`src/rtl/dmem_arbiter.sv`:
```
// Round-robin arbiter sharing one data-memory port among NUM_REQ load/store FUs.
// Optional macro DMEM_ARB_STORE_PRIO_EN: store requesters win over loads in IDLE.
package dmem_arb_pkg;

    localparam int XLEN = 32;

    typedef enum logic [1:0] {
        BUS_NONE  = 2'h0,
        BUS_LOAD  = 2'h1,
        BUS_STORE = 2'h2
    } BUS_COMMAND;

    typedef enum logic [1:0] {
        BYTE   = 2'h0,
        HALF   = 2'h1,
        WORD   = 2'h2,
        DOUBLE = 2'h3
    } MEM_SIZE;

    typedef struct packed {
        BUS_COMMAND      command;
        logic [XLEN-1:0] addr;
        logic [XLEN-1:0] data;
        MEM_SIZE         size;
    } FU_MEM_PACKET;

endpackage

module dmem_arbiter
    import dmem_arb_pkg::*;
#(
    parameter int                 NUM_REQ    = 4,
    parameter logic [NUM_REQ-1:0] STORE_MASK = NUM_REQ'(4'b0011)
) (
    input  logic                clock,
    input  logic                reset,
    input  logic [NUM_REQ-1:0]  mem_req,
    input  FU_MEM_PACKET        req_packet [NUM_REQ],
    output logic [NUM_REQ-1:0]  mem_ack,
    output logic [XLEN-1:0]     rd_data,
    output BUS_COMMAND          proc2Dmem_command,
    output logic [XLEN-1:0]     proc2Dmem_addr,
    output logic [XLEN-1:0]     proc2Dmem_data,
    output MEM_SIZE             proc2Dmem_size,
    input  logic [XLEN-1:0]     Dmem2proc_data,
    input  logic                Dmem2proc_valid,
    output logic                busy
);

    localparam int IW = $clog2(NUM_REQ);

`ifdef DMEM_ARB_STORE_PRIO_EN
    localparam bit PRIO_EN = 1'b1;
`else
    localparam bit PRIO_EN = 1'b0;
`endif

    typedef enum logic [1:0] {
        IDLE  = 2'h0,
        ISSUE = 2'h1,
        WAIT  = 2'h2,
        ACK   = 2'h3
    } state_t;

    state_t            state;
    state_t            state_nxt;
    logic [IW-1:0]     rr_ptr;
    logic [IW-1:0]     grant;
    logic [IW-1:0]     win;
    logic [NUM_REQ-1:0] pool;
    logic [NUM_REQ-1:0] store_req;
    FU_MEM_PACKET      pkt_q;
    logic [XLEN-1:0]   data_q;
    int                j;

    assign store_req = mem_req & STORE_MASK;

    // Pick the first eligible requester scanning upward from rr_ptr.
    always_comb begin
        pool = mem_req;
        if (PRIO_EN && (|store_req)) begin
            pool = store_req;
        end
        win = '0;
        j   = 0;
        for (int i = NUM_REQ - 1; i >= 0; i = i - 1) begin
            j = int'(rr_ptr) + i;
            if (j >= NUM_REQ) begin
                j = j - NUM_REQ;
            end
            if (pool[IW'(j)]) begin
                win = IW'(j);
            end
        end
    end

    // State register.
    always_ff @(posedge clock or negedge reset) begin
        if (!reset) begin
            state <= IDLE;
        end else begin
            state <= state_nxt;
        end
    end

    // Next-state logic and state-decoded outputs.
    always_comb begin
        state_nxt         = state;
        mem_ack           = '0;
        proc2Dmem_command = BUS_NONE;
        busy              = (state != IDLE);
        unique case (state)
            IDLE: begin
                if (|mem_req) begin
                    state_nxt = ISSUE;
                end
            end
            ISSUE: begin
                proc2Dmem_command = pkt_q.command;
                state_nxt         = WAIT;
            end
            WAIT: begin
                if (Dmem2proc_valid) begin
                    state_nxt = ACK;
                end
            end
            ACK: begin
                mem_ack[grant] = 1'b1;
                state_nxt      = IDLE;
            end
            default: begin
                state_nxt = IDLE;
            end
        endcase
    end

    // Latch the winner at grant, memory data on completion, advance rr_ptr on ack.
    always_ff @(posedge clock or negedge reset) begin
        if (!reset) begin
            rr_ptr <= '0;
            grant  <= '0;
            pkt_q  <= '0;
            data_q <= '0;
        end else begin
            if ((state == IDLE) && (|mem_req)) begin
                grant <= win;
                pkt_q <= req_packet[win];
            end
            if ((state == WAIT) && Dmem2proc_valid) begin
                data_q <= Dmem2proc_data;
            end
            if (state == ACK) begin
                rr_ptr <= (grant == IW'(NUM_REQ - 1)) ? '0 : grant + 1'b1;
            end
        end
    end

    assign rd_data        = data_q;
    assign proc2Dmem_addr = pkt_q.addr;
    assign proc2Dmem_data = pkt_q.data;
    assign proc2Dmem_size = pkt_q.size;

endmodule

```
`config.mk`:
```
export PLATFORM = sky130hd
export DESIGN_NAME = dmem_arbiter
export DESIGN_NICKNAME = d
export VERILOG_FILES = /design/src/rtl/dmem_arbiter.sv
export SDC_FILE = /design/constraint.sdc
export NUM_CORES = 1
export LEC_CHECK = 0
export ABC_AREA = 1
export CAP_MARGIN = 15
export CORE_AREA = 2 2 163 165
export CTS_CLUSTER_SIZE = 12
export DETAILED_ROUTE_END_ITERATION = 12
export DIE_AREA = 0 0 165 167
export HOLD_SLACK_MARGIN = 0.08
export PLACE_DENSITY = 0.77
export SYNTH_ARGS = -nofsm -noshare
export SYNTH_HDL_FRONTEND = slang
export SYNTH_SLANG_ARGS = --single-unit
```
`constraint.sdc`:
```
create_clock -name clock -period 3.6 [get_ports clock]
set_clock_uncertainty 0.2 [all_clocks]
set_input_delay 0.9 -clock clock [delete_from_list [all_inputs] [get_ports clock]]
set_output_delay 0.9 -clock clock [all_outputs]
set_load 0.01 [all_outputs]
```
==> results of run 1 <==
-- cell usage after synthesis --
master / instances
sky130_fd_sc_hd__nand3_1: 245
sky130_fd_sc_hd__nand2_2: 3
sky130_fd_sc_hd__o21ai_1: 2
sky130_fd_sc_hd__mux2_2: 32
sky130_fd_sc_hd__o211ai_1: 15
sky130_fd_sc_hd__dfrtp_1: 106
sky130_fd_sc_hd__buf_1: 9
sky130_fd_sc_hd__nor2_2: 1
sky130_fd_sc_hd__nand2_1: 395
sky130_fd_sc_hd__buf_6: 5
sky130_fd_sc_hd__buf_2: 29
sky130_fd_sc_hd__a22oi_1: 1
sky130_fd_sc_hd__ha_1: 8
sky130_fd_sc_hd__o21ai_0: 3
sky130_fd_sc_hd__nand2_4: 3
sky130_fd_sc_hd__nand4_1: 1
sky130_fd_sc_hd__buf_4: 70
sky130_fd_sc_hd__inv_4: 1
sky130_fd_sc_hd__o22ai_1: 1
sky130_fd_sc_hd__and2_1: 2
sky130_fd_sc_hd__nor2_1: 5
sky130_fd_sc_hd__clkbuf_1: 21
sky130_fd_sc_hd__inv_2: 3
sky130_fd_sc_hd__nand3_4: 1
sky130_fd_sc_hd__inv_1: 254
sky130_fd_sc_hd__nor2_4: 1
sky130_fd_sc_hd__or2_1: 15
sky130_fd_sc_hd__a21oi_1: 2
-- path summary, 6_finish.rpt --
path                                     from            endpoint  slack [ns]  cells past startpoint
max                                mem_req[3]   proc2Dmem_addr[8]        0.63                     11
min                        proc2Dmem_data[19]  proc2Dmem_data[19]        0.28                      2
max reg2reg                         rr_ptr[0]   proc2Dmem_addr[8]        1.09                     10
min reg2reg                proc2Dmem_data[19]  proc2Dmem_data[19]        0.28                      2
max in group asynchronous               reset  proc2Dmem_data[22]        2.05                      2
min in group asynchronous               reset          rd_data[4]        0.33                      1
-- worst max-delay path, stage by stage --
cell and delay (ns):
sky130_fd_sc_hd__clkdlybuf4s50_1 0.52, sky130_fd_sc_hd__nand2_1 0.09, sky130_fd_sc_hd__and2_1 0.22, sky130_fd_sc_hd__o21ai_1 0.21, sky130_fd_sc_hd__nand2_4 0.09, sky130_fd_sc_hd__inv_2 0.08
sky130_fd_sc_hd__buf_4 0.54, sky130_fd_sc_hd__nand3_1 0.15, sky130_fd_sc_hd__nand2_1 0.09, sky130_fd_sc_hd__nand2_1 0.05, sky130_fd_sc_hd__nand2_1 0.07
-- state kept, by name (all words and copies together) (netlist names) --
signal	flops
state	2
rr_ptr	2
pkt_q	2
rd_data	32
proc2Dmem_size	2
proc2Dmem_data	32
proc2Dmem_addr	32
grant	2
-- cell families (layout without fill, tap and decap cells) --
group                      count (synthesis)  count (layout)  synth area share (%)
and+or+nand+nor                          672             672                 36.54
buffers and inverters                    392             705                 22.60
DFF                                      106             106                 33.10
muxes                                     32              32                 4.497
AOI/OAI and AO/OA                         24              24                 2.014
adders and majority gates                  8               8                 1.249
other                                      0               1                     0
-- routing by layer --
metal,wire length [um],up-vias,part of all wire [%]
met2,14110,385,49
met5,0,-,0
li1,-,4273,-
met3,2335,51,8.2
met1,11200,3959,39
met4,898,0,3.1
-- power by group --
part | leakage (nW) | internal (mW) | total (mW) | switching (mW)
combinational | 4.98 | 2.92 | 6.81 | 3.89
sequential | 1.29 | 1.80 | 2.16 | 0.360
clock | 0.153 | 0.507 | 1.05 | 0.541
-- layout make-up --
| cell class | count | area, sq um | area share [%] |
|---|---|---|---|
| clock buffer | 9 | 225.2 | 1.837 |
| sequential | 106 | 2653 | 21.64 |
| timing repair buffer | 431 | 4334 | 35.35 |
| tap | 335 | 419.2 | 3.419 |
| multi-input combinational | 736 | 3566 | 29.09 |
| antenna | 1 | 2.502 | 0.02041 |
| clock inverter | 7 | 88.84 | 0.7246 |
| inverter | 258 | 970.9 | 7.920 |
-- layout by cell type (no fill, tap or decap), types with 3 or more instances in the layout --
cell	instances
sky130_fd_sc_hd__buf_12	5
sky130_fd_sc_hd__buf_4	12
sky130_fd_sc_hd__clkbuf_16	9
sky130_fd_sc_hd__clkdlybuf4s50_1	414
sky130_fd_sc_hd__dfrtp_1	106
sky130_fd_sc_hd__ha_1	8
sky130_fd_sc_hd__inv_1	254
sky130_fd_sc_hd__inv_2	3
sky130_fd_sc_hd__mux2_2	32
sky130_fd_sc_hd__nand2_1	394
sky130_fd_sc_hd__nand2_2	3
sky130_fd_sc_hd__nand2_4	3
sky130_fd_sc_hd__nand3_1	245
sky130_fd_sc_hd__nor2_1	5
sky130_fd_sc_hd__o211ai_1	15
sky130_fd_sc_hd__o21ai_0	3
sky130_fd_sc_hd__or2_1	15
==> flow_results.org, run 1 <==
** Global routing
- The number of global-route vias before repair is 8,347.
- For this run, global-route usage on met2 was measured as 35.58%.
- In the global route stage, met1 resource usage came out at 23.04%.
- Entering global routing, the biggest net connects 107 pins.
- Global route hottest layer :: met2
- Remaining global-route overflow :: 0
- Initial antenna violation count :: 1
- Overall Global Routing Usage :: 20.00%
- Global-route wire length before repair :: 43,480 um
- In the global route stage, met3 resource usage came out at 4.981%.

** Floorplan
- The die covers 27,560 sq um.
- Die Wd :: 165 um
- In this run the vertical extent of the chip is 167 um.
- The region available for standard cell placement spans 25,760 sq um.
- Number of top-level pins :: 416
- Starting density of the core :: 31.10%
- Row generation in the floorplan step produced 59 rows.

** Synthesis
- After synthesis, the largest area contributor takes up 33.10% of total cell area.
- Synth cell types :: 28
- After synthesis the cells add up to 8013 sq um.
- Area contributors post-synth :: sky130_fd_sc_hd__dfrtp_1, sky130_fd_sc_hd__nand2_1, sky130_fd_sc_hd__nand3_1
- Flops & latches, synth :: 106
- After synthesis, flip-flops and latches occupy 33.10% of the total area.
- Synthesis produced 1,234 cells.
- The number of nets in the synthesized netlist is 1,553.
- Yosys Warn Count :: 0
- Cell taking the most area after synthesis :: sky130_fd_sc_hd__dfrtp_1
- Mean area per synthesized cell :: 6.493 sq um

** Placement
- Routability-driven placement finished with a final weighted congestion of 0.9363.
- In this run, placement finished with an instance count of 1,866.
- Placed Instance Area :: 11,940 sq um
- Final HPWL DP :: 22,000 um
- Worst setup timing slack at the placement stage :: 0.2940 ns
- # port buffers :: 415

** Clock network
- The cell sitting at the root of the clock tree is a sky130_fd_sc_hd__clkbuf_16.
- Max Buffers Root-to-Sink :: 2
- Hold bufs inserted after CTS :: 0
- H-tree levels :: 3
- The later pin in the worst-skew pair is clocked with a latency of 0.35 ns.
- Post CTS Setup Buffer Count :: 0
- PostCTS Resize Cnt :: 0
- CTS sink count :: 106
- TritonCTS buffer count :: 9
- Clock-pin slew was measured on the worst setup and hold paths at 0.08 ns.
- TritonCTS built the clock tree.

** Power and ir drop
- Total Power :: 10.02 mW
- Pwr dens :: 817.7 nW/um^2
- For this design the static power due to leakage is 6.426 nW.
- Maximum VDD drop :: 0.5825 mV

** Final layout
- At the end of the flow, the number of nets in the layout was 1,861.
- Post-layout utilization of the core :: 47.58%
- Cells with a size suffix above 1 make up 5.107% of the layout.
- Post-layout instance area :: 12,260 sq um
- The finished layout holds 1,883 standard cells, fillers aside.
- Relative to the synthesized area, the layout overhead comes to 53.00%.
- The filler cells instantiated in the layout total 2,536.

** STA
- The worst path meets setup with 0.6325 ns of slack.
- At the pin with the least slew margin, the transition time is 0.7587 ns.
- Final slew viol count :: 0
- The worst pin sits at a relative slew slack of 49.37%.
- Min cycle time layout :: 2.967 ns
- Final hold vios :: 0
- The tightest hold path in the finished design has a slack of 0.2835 ns.
- Setup repair after global routing left no endpoint under its margin.
- Based on the critical path, the design can be clocked at up to 337.0 MHz.
- Setup violations remaining at the end of the flow were counted as 0.
- Period utilization :: 82.43%
- After routing, the total negative slack on setup checks comes to 0 ns.

** Route
- The detail route stage leaves a number of antenna-violating nets equal to 0.
- Post-route DRC violation count :: 0
- For this block, the routed nets add up to 28,550 um of wire.
- The detailed router finished its first iteration with 568 violations.
- Pre-antenna DRT Iters :: 6
- Dividing the detail-routed via count by the number of cells gives 4.603.
- Dividing the detail-routed wire length by the instance count gives 15.16 um.
- Detailed routing inserted a total of 8,668 vias.

** Worst setup path
- The worst setup path is launched from a primary input.
- STA puts the critical path data arrival time at 3.06 ns.
- Critical path class :: in2reg
- STA classifies the critical path endpoint as a register.
- Along the worst path, the maximum fanout reaches 53.
- Data on the critical path is required at its endpoint by 3.69 ns.

** Job
- Maximum capacitance violations :: 0

** Hold path
- The tightest min-delay check is of the reg2reg type.

** Run status
- Outcome :: completed
Power figures use the tool's default switching activity.
==> inputs of run 2 (changes only) <==
==> constraint.sdc (replaced) <==
create_clock -name clock -period 3.1 [get_ports clock]
set_clock_uncertainty 0.2 [all_clocks]
set_input_delay 0.775 -clock clock [delete_from_list [all_inputs] [get_ports clock]]
set_output_delay 0.775 -clock clock [all_outputs]
set_load 0.01 [all_outputs]
==> flow_results.org, run 2 <==
** Synthesis
- The commonest cells after synthesis are sky130_fd_sc_hd__nand2_1, sky130_fd_sc_hd__inv_1, sky130_fd_sc_hd__nand3_1.
- The post-synthesis average cell area was 6.493 sq um (unchanged).
- The number of enable-type register cells in the synthesized netlist was 0 (unchanged).
- The fraction of synthesized cell area taken by the top area cell type came to 33.10% (unchanged).
- Predominant post-synthesis flop cell :: sky130_fd_sc_hd__dfrtp_1
- By instance count, the leading cell after synthesis is sky130_fd_sc_hd__nand2_1.
- The number of instances in the synthesized netlist was 1,234 (unchanged).
- Cell taking the most area after synthesis :: sky130_fd_sc_hd__dfrtp_1
- Fraction of synthesis flops using an asynchronous set or reset pin :: 100.0% (unchanged)
- Sequential share of the synthesized area :: 33.10% (unchanged)
- The total of flip-flops plus latches after synthesis came to 106 (unchanged).
- Synthesized cell area :: 8013 sq um (unchanged)
- Synth cell types :: 28 (unchanged)
- The post-synthesis net count came to 1,553 (unchanged).
- After synthesis, the cell types taking the most area are sky130_fd_sc_hd__dfrtp_1, sky130_fd_sc_hd__nand2_1, sky130_fd_sc_hd__nand3_1.
- The Yosys warning count was 0 (unchanged).

** Global routing
- The largest net degree at the start of global routing is 82 (-23%).
- The total global routing overflow came to 0 (unchanged).
- Global-route wire length before repair :: 44,260 um (+1.8%)
- The number of global-route vias before repair is 8,571 (+2.7%).
- The initial antenna violation count was 3 (+2).
- The global-route usage over all layers was 20.39% (+0.40 points).

** Clock network
- PostCTS Resize Cnt :: 0 (unchanged)
- TritonCTS buffer count :: 9 (unchanged)
- The buffers inserted during post-CTS setup optimization is 0 (unchanged).
- The total of hold buffers inserted after clock tree synthesis came to 0 (unchanged).
- The root buffer cell chosen for the clock tree is sky130_fd_sc_hd__clkbuf_16.
- H-tree levels :: 3 (unchanged)
- The number of sinks on the clock net is 106 (unchanged).
- The largest buffer count on any clock path was 2 (unchanged).

** Placement
- The number of port buffers was 415 (unchanged).
- The post-detailed-placement half-perimeter wirelength was 22,780 um (+3.6%).
- The weighted congestion reported at the end of routability-driven placement is 0.8992 (-4.0%).

** Floorplan
- The standard-cell row count was 59 (unchanged).
- Number of top-level pins :: 416 (unchanged)
- Starting density of the core :: 31.10% (unchanged)
- The die outline height came to 167 um (unchanged).
- Die Wd :: 165 um (unchanged)

** Run status
- Stage reached :: detailed routing (5_2_route)
- Error :: Error: net310 6 pin not visited #guides = 152
- The run stopped with a tool error.
-- run 2: metrics by stage --
stage	hold slack, ns	cells	cell area [sq um]	utilization [%]	worst slack, ns
CTS	0.1996	1892	12380	48.07	0.3109
global route	0.2028	1895	12390	48.10	0.2591
detailed placement	0.2637	1876	12070	46.84	0.05208
global placement	0.2619	1876	12070	46.84	0.1365
floorplan	0.2492	1234	8013	-	0.9118
-- run 2: cells by family after synthesis --
| group | share of synthesized area (%) |
|---|---|
| buffers and inverters | 22.60 |
| and+or+nand+nor | 36.54 |
| DFF | 33.10 |
| AOI/OAI and AO/OA | 2.014 |
| muxes | 4.497 |
| adders and majority gates | 1.249 |
-- run 2: layer usage --
metal	track usage [%]
met2	36.09
met5	0
met1	22.95
met4	7.864
met3	5.753
==> inputs of run 3 (changes only) <==
==> config.mk (replaced) <==
export PLATFORM = sky130hd
export DESIGN_NAME = dmem_arbiter
export DESIGN_NICKNAME = d
export VERILOG_FILES = /design/src/rtl/dmem_arbiter.sv
export SDC_FILE = /design/constraint.sdc
export NUM_CORES = 1
export LEC_CHECK = 0
export ABC_AREA = 1
export CAP_MARGIN = 15
export CORE_MARGIN = 1
export CORE_UTILIZATION = 25
export DETAILED_ROUTE_END_ITERATION = 12
export PLACE_DENSITY_LB_ADDON = 0.15
export SYNTH_ARGS = -nofsm -noshare
export SYNTH_HDL_FRONTEND = slang
export SYNTH_SLANG_ARGS = --single-unit
==> flow_results.org, run 3 (synthesis results as in run 1) <==
** STA
- Setup violations remaining at the end of the flow were counted as 0.
- Derived from the worst setup path, the maximum achievable clock frequency is 359.9 MHz.
- Min cycle time layout :: 2.779 ns
- Setup repair after global routing left no endpoint under its margin.
- The max-slew violation count was 0.
- After routing, the total negative slack on setup checks comes to 0 ns.
- Headroom to the max-slew limit came out at 56.76%.
- For the pin with the worst max-slew slack, the measured transition is 0.6486 ns.
- The number of hold violations in the final report was 0.
- After layout, the worst path uses 89.64% of the clock period.

** Floorplan
- The boundary pin count came to 416 (unchanged).
- Starting density of the core :: 25.39% (-5.7 points)
- The die outline height came to 181.0 um (+8.4%).
- Die Outline Area :: 32,770 sq um
- The total area inside the core boundary comes to 31,560 sq um.
- Die Wd :: 181.0 um (+9.7%)
- The standard-cell row count is 65 (+10%).

** Worst setup path
- Cells on worst reg2reg path :: 14
- Req. time, crit path :: 2.12 ns
- Along the worst path, the maximum fanout reaches 8.
- STA classifies the critical path startpoint as a register.
- The worst setup path is captured at an output pin.
- Reg-to-reg startpoint :: rr_ptr[0]
- The worst setup path is of the reg2out kind.
- FF-to-FF setup slack :: 0.71 ns
- WP data arrival :: 1.80 ns
- Capture instance of the worst register-to-register path :: proc2Dmem_data[25]

** Global routing
- Met1 global-route usage :: 21.91% (-1.0 points)
- The largest net degree at the start of global routing was 61 (-26%).
- Initial antenna violation count :: 1 (-2)
- The global-route usage over all layers is 18.92% (-1.5 points).
- The global routing met2 resource utilization is 33.45% (-2.6 points).
- Global route hottest layer :: met2
- The total global routing overflow was 0 (unchanged).
- The met3 demand-to-capacity share in global routing came to 5.825% (+0.072 points).
- Global-route wire length before repair :: 47,710 um (+7.8%)
- Number of global-route vias before repair :: 8,351 (-2.6%)

** Power and ir drop
- After layout, the design draws a total of 12.20 mW.
- Maximum VDD drop :: 0.5086 mV
- Pwr dens :: 971.5 nW/um^2
- Leakage power figure :: 6.531 nW

** Placement
- The weighted congestion reported at the end of routability-driven placement came to 0.8758 (-2.6%).
- The number of instances in the placed design is 1,949 (+3.9%).
- Final HPWL DP :: 23,720 um (+4.1%)
- The number of port buffers was 415 (unchanged).

** Route
- After detailed routing, the total wire length is 31,330 um.
- Dividing the detail-routed wire length by the instance count gives 15.94 um.
- The count of nets left with antenna violations once routing finished came out at 0.
- The pre-antenna-repair detailed-routing pass consisted of 4 iterations.
- In this run, the number of DRC markers left after iteration 0 of detailed routing was 312.
- Via count :: 8,550
- In the routed design, unresolved DRC markers number 0.
- After detailed routing, the number of vias per cell comes to 4.349.

** Clock network
- CTS tree :: yes
- PostCTS Resize Cnt :: 0 (unchanged)
- Max Buffers Root-to-Sink :: 2 (unchanged)
- CTS sink count :: 106 (unchanged)
- TritonCTS buffer count :: 9 (unchanged)
- The H-tree depth reported by CTS came to 3 (unchanged).
- Hold bufs inserted after CTS :: 0 (unchanged)
- After clock tree synthesis, the clock-pin slew on the worst setup and hold paths is 0.09 ns.
- Skew-Pair Late Insertion Delay :: 0.36 ns
- Clock tree synthesis selected as its root buffer the cell sky130_fd_sc_hd__clkbuf_16.
- Post CTS Setup Buffer Count :: 0 (unchanged)

** Final layout
- Of the cells placed in the final design, the portion with a size suffix greater than 1 is 6.078%.
- Most used cells in the layout excluding fill and tap cells :: sky130_fd_sc_hd__clkdlybuf4s50_1, sky130_fd_sc_hd__nand2_1, sky130_fd_sc_hd__inv_1
- For this run, the post-layout net count is 1,877.
- Layout overhead on the synthesized area :: 56.67%
- For this run, the number of standard cells in the final layout without fillers is 1,966.
- Cells fill 39.78% of the core in the end.
- The library cell used most frequently in the layout, excluding fill and tap cells, is sky130_fd_sc_hd__clkdlybuf4s50_1.

** Job
- Maximum capacitance violations :: 0

** Run status
- Outcome :: completed

** Hold path
- Worst min-delay path class :: in2async
## run 3: cell type report
class	count	area, sq um
Antenna cell	1	2.502
Clock buffer	9	225.2
Clock inverter	7	91.34
Fill cell	3387	19000
Inverter	258	970.9
Multi-Input combinational cell	736	3566
Sequential cell	106	2653
Tap cell	402	503.0
Timing Repair Buffer	447	4542
## run 3: per-stage QoR
| stage | instance area (sq um) | setup slack [ns] | hold WS (ns) |
|---|---|---|---|
| 2_1_floorplan | 8013 | 0.9118 | 0.2492 |
| 5_1_grt | 12550 | 0.2154 | 0.2684 |
| 6_report | 12550 | 0.3212 | 0.2191 |
| 3_5_place_dp | 12230 | 0.07746 | 0.2639 |
| 4_1_cts | 12550 | 0.3162 | 0.2416 |
| 3_3_place_gp | 12230 | 0.09641 | 0.2612 |
## run 3: worst max-delay path by stage
stage / from / to / cells past startpoint
after global placement: mem_req[3] / proc2Dmem_addr[20] / 12
after global routing: state[0] / mem_ack[2] / 4
after detailed placement: mem_req[1] / proc2Dmem_data[14] / 12
after floorplan: mem_req[3] / pkt_q[66] / 11
after CTS: state[0] / mem_ack[0] / 4
final: state[0] / mem_ack[0] / 4
## run 3: metal layers
layer	wire length, um	share of wire (%)
met5	0	0
met4	580	1.9
met3	2541	8.1
met2	15320	49
met1	12890	41
## run 3: where the power goes
| part | switching (mW) | total [mW] | internal (mW) |
|---|---|---|---|
| Combinational | 4.69 | 8.44 | 3.74 |
| Sequential | 0.401 | 2.49 | 2.09 |
| Clock | 0.678 | 1.27 | 0.589 |
| Total | 5.77 | 12.2 | 6.42 |
## run 3: worst max-delay path: stages (launching register included)
cell                              delay, ns
sky130_fd_sc_hd__dfrtp_1               0.39
sky130_fd_sc_hd__ha_1                  0.33
sky130_fd_sc_hd__nand2_1               0.08
sky130_fd_sc_hd__inv_1                 0.06
sky130_fd_sc_hd__clkdlybuf4s50_1       0.59
==> inputs of run 4 (changes only) <==
--- a/config.mk
+++ b/config.mk
@@ -7,10 +7,9 @@
 export LEC_CHECK = 0
 export ABC_AREA = 1
 export CAP_MARGIN = 15
-export CORE_MARGIN = 1
 export CORE_UTILIZATION = 25
 export DETAILED_ROUTE_END_ITERATION = 12
-export PLACE_DENSITY_LB_ADDON = 0.15
+export PLACE_DENSITY_LB_ADDON = 0.12
 export SYNTH_ARGS = -nofsm -noshare
 export SYNTH_HDL_FRONTEND = slang
 export SYNTH_SLANG_ARGS = --single-unit
==> flow_results.org, run 4 (synthesis results as in run 1) <==
** Clock network
- The clock transition at the registers of the reported paths was 0.11 ns (+0.02 ns).
- CTS tree :: yes
- Post CTS Setup Buffer Count :: 0 (unchanged)
- The tree is rooted in a sky130_fd_sc_hd__clkbuf_16.
- The largest buffer count on any clock path was 2 (unchanged).
- Skew-Pair Late Insertion Delay :: 0.36 ns (about the same)
- The number of gates resized after CTS was 0 (unchanged).
- CTS sink count :: 106 (unchanged)
- The H-tree depth reported by CTS was 3 (unchanged).
- The clock buffer count from CTS came to 9 (unchanged).
- The total of hold buffers inserted after clock tree synthesis came to 0 (unchanged).

** Power and ir drop
- Total Power :: 11.99 mW (-1.7%)
- The reported leakage power was 6.484 nW (-0.71%).
- The power per cell area was 961.4 nW/um^2 (-1.0%).
- Maximum VDD drop :: 0.5480 mV (+7.7%)

** Worst setup path
- Critical Path End :: proc2Dmem_command[0]
- Critical path class :: reg2out
- Critical-path maximum fanout :: 3 (-5)
- FF-to-FF setup slack :: 0.69 ns (-0.02 ns)
- In this run the critical register-to-register path is launched from rr_ptr[0].
- The depth of the worst register-to-register path is 11 (-3).
- Tracing the worst setup path back leads to its startpoint at state[1].
- The data required time at the worst endpoint is 2.12 ns (about the same).
- WP data arrival :: 1.78 ns (-0.02 ns)
- Setup crit end kind :: output pin
- Startpoint kind of the worst setup timing path :: register
- The worst register-to-register path ends at proc2Dmem_data[8].

** Placement
- Worst setup timing slack at the placement stage :: 0.06076 ns (-0.01670 ns)
- The number of port buffers is 415 (unchanged).
- Final HPWL DP :: 22,990 um (-3.1%)
- The number of instances in the placed design is 1,940 (-0.46%).
- Placed Instance Area :: 12,150 sq um (-0.65%)
- The weighted congestion reported at the end of routability-driven placement came to 0.8866 (+1.2%).

** STA
- The maximum clock rate is 363.0 MHz (+0.86%).
- Min cycle time layout :: 2.755 ns (-0.02371 ns)
- Final hold vios :: 0 (unchanged)
- The worst-margin pin slew was 0.5451 ns (-0.1034 ns).
- Unrepaired setup endpoints after global routing :: false
- The final worst slack came to 0.3449 ns (+0.02371 ns).
- The worst hold margin came to 0.1596 ns (-0.05950 ns).
- The share of the clock period used by the worst path came to 88.87% (-0.76 points).
- The number of setup violations in the final report was 0 (unchanged).
- The relative slew slack was 63.66% (+6.9 points).
- Sum Neg Setup Slack :: 0 ns (unchanged)
- The max-slew violation count came to 0 (unchanged).

** Final layout
- The number of filler cells placed in the layout is 3,367 (-0.59%).
- Layout overhead on the synthesized area :: 55.67%
- Most common cell after layout, fill and taps aside :: sky130_fd_sc_hd__clkdlybuf4s50_1
- The final non-filler cell area is 12,470 sq um (-0.64%).
- Net count, final :: 1,868 (-0.48%)
- Most used cells in the layout excluding fill and tap cells :: sky130_fd_sc_hd__clkdlybuf4s50_1, sky130_fd_sc_hd__nand2_1, sky130_fd_sc_hd__inv_1
- Combined area of the multi-input logic cells :: 3566 sq um (unchanged)
- The combined flip-flop and latch cell area came to 2653 sq um (unchanged).
- The share of cells above drive strength 1 was 5.534% (-0.54 points).
- The core occupancy in the finished layout is 39.53% (-0.25 points).
- Final standard cell count with taps included and fillers excluded :: 1,958 (-0.41%)

** Route
- The DRC violation count after routing came to 0 (unchanged).
- Wirelength, routed :: 30,850 um (-1.5%)
- Number of vias per cell after detailed routing :: 4.340 (-0.20%)
- The total number of vias is 8,498 (-0.61%).
- Pre-antenna DRT Iters :: 4 (unchanged)
- Remaining antenna violation count :: 0 (unchanged)
- Number of design-rule violations left by the first detailed-router iteration :: 332 (+6.4%)
- The average wire length per cell after detail routing came to 15.76 um (-1.1%).

** Job
- Maximum capacitance violations :: 0 (unchanged)

** Run status
- The flow ran to the end, and the final reports show no timing, DRC or antenna violations.

** Global routing
- The global-route wire length before repair is 48,650 um (+2.0%).
- The initial antenna violation count came to 2 (+1).
- The largest net degree at the start of global routing was 77 (+26%).
- Overall Global Routing Usage :: 19.02% (+0.10 points)
- Number of global-route vias before repair :: 8,608 (+3.1%)
- The total global routing overflow came to 0 (unchanged).

** Hold path
- Worst min-delay path class :: in2async

** Floorplan
- The die outline width came to 181.0 um (unchanged).
- The standard-cell row count came to 65 (unchanged).
- Die Outline Area :: 32,770 sq um (unchanged)
- Die extent in y :: 181.0 um (unchanged)
- The starting utilization of the core area was 25.39% (unchanged).
- The boundary pin count was 416 (unchanged).
- The core area was 31,560 sq um (unchanged).
## run 4: cell count changes in the layout (fill, tap and decap cells not counted), sizes merged
cell,change
buf,-9
clkinv,-1
diode,+1
inv,+1
## run 4: routing by layer
metal	GRT usage, %	vias to the layer above	part of all wire, %
met5	0	-	0
met4	4.983	0	1.7
met3	5.644	21	8.1
met2	32.74	307	47
met1	23.00	3875	43
li1	-	4295	-
## run 4: worst min-delay path by stage
stage | start | endpoint | slack, ns | depth (start not counted)
after floorplan | pkt_q[66] | pkt_q[66] | 0.25 | 2
after global placement | proc2Dmem_addr[7] | proc2Dmem_addr[7] | 0.26 | 2
after detailed placement | proc2Dmem_data[24] | proc2Dmem_data[24] | 0.26 | 2
after CTS | reset | proc2Dmem_addr[10] | 0.17 | 1
after global routing | reset | proc2Dmem_addr[10] | 0.18 | 1
final | reset | proc2Dmem_addr[10] | 0.16 | 1
## run 4: power by group
group | switching [mW] | total (mW) | internal [mW]
Combinational | 4.62 | 8.22 | 3.60
Sequential | 0.400 | 2.49 | 2.09
Clock | 0.689 | 1.28 | 0.592
Total | 5.71 | 12.0 | 6.28
## run 4: final cells by class
class                           count  share of cell area, %
Clock buffer                        9                  1.806
Multi-Input combinational cell    736                  28.59
Sequential cell                   106                  21.27
Antenna cell                        2                0.04012
Tap cell                          402                  4.033
Inverter                          258                  7.784
Timing Repair Buffer              438                  35.77
Clock inverter                      7                 0.7122
## run 4: critical path, cell delays in order, from the launching register on
cell and delay [ns]:
sky130_fd_sc_hd__dfrtp_1 0.41, sky130_fd_sc_hd__inv_1 0.11, sky130_fd_sc_hd__ha_1 0.21, sky130_fd_sc_hd__nand2_1 0.07
sky130_fd_sc_hd__inv_1 0.06, sky130_fd_sc_hd__clkdlybuf4s50_1 0.57
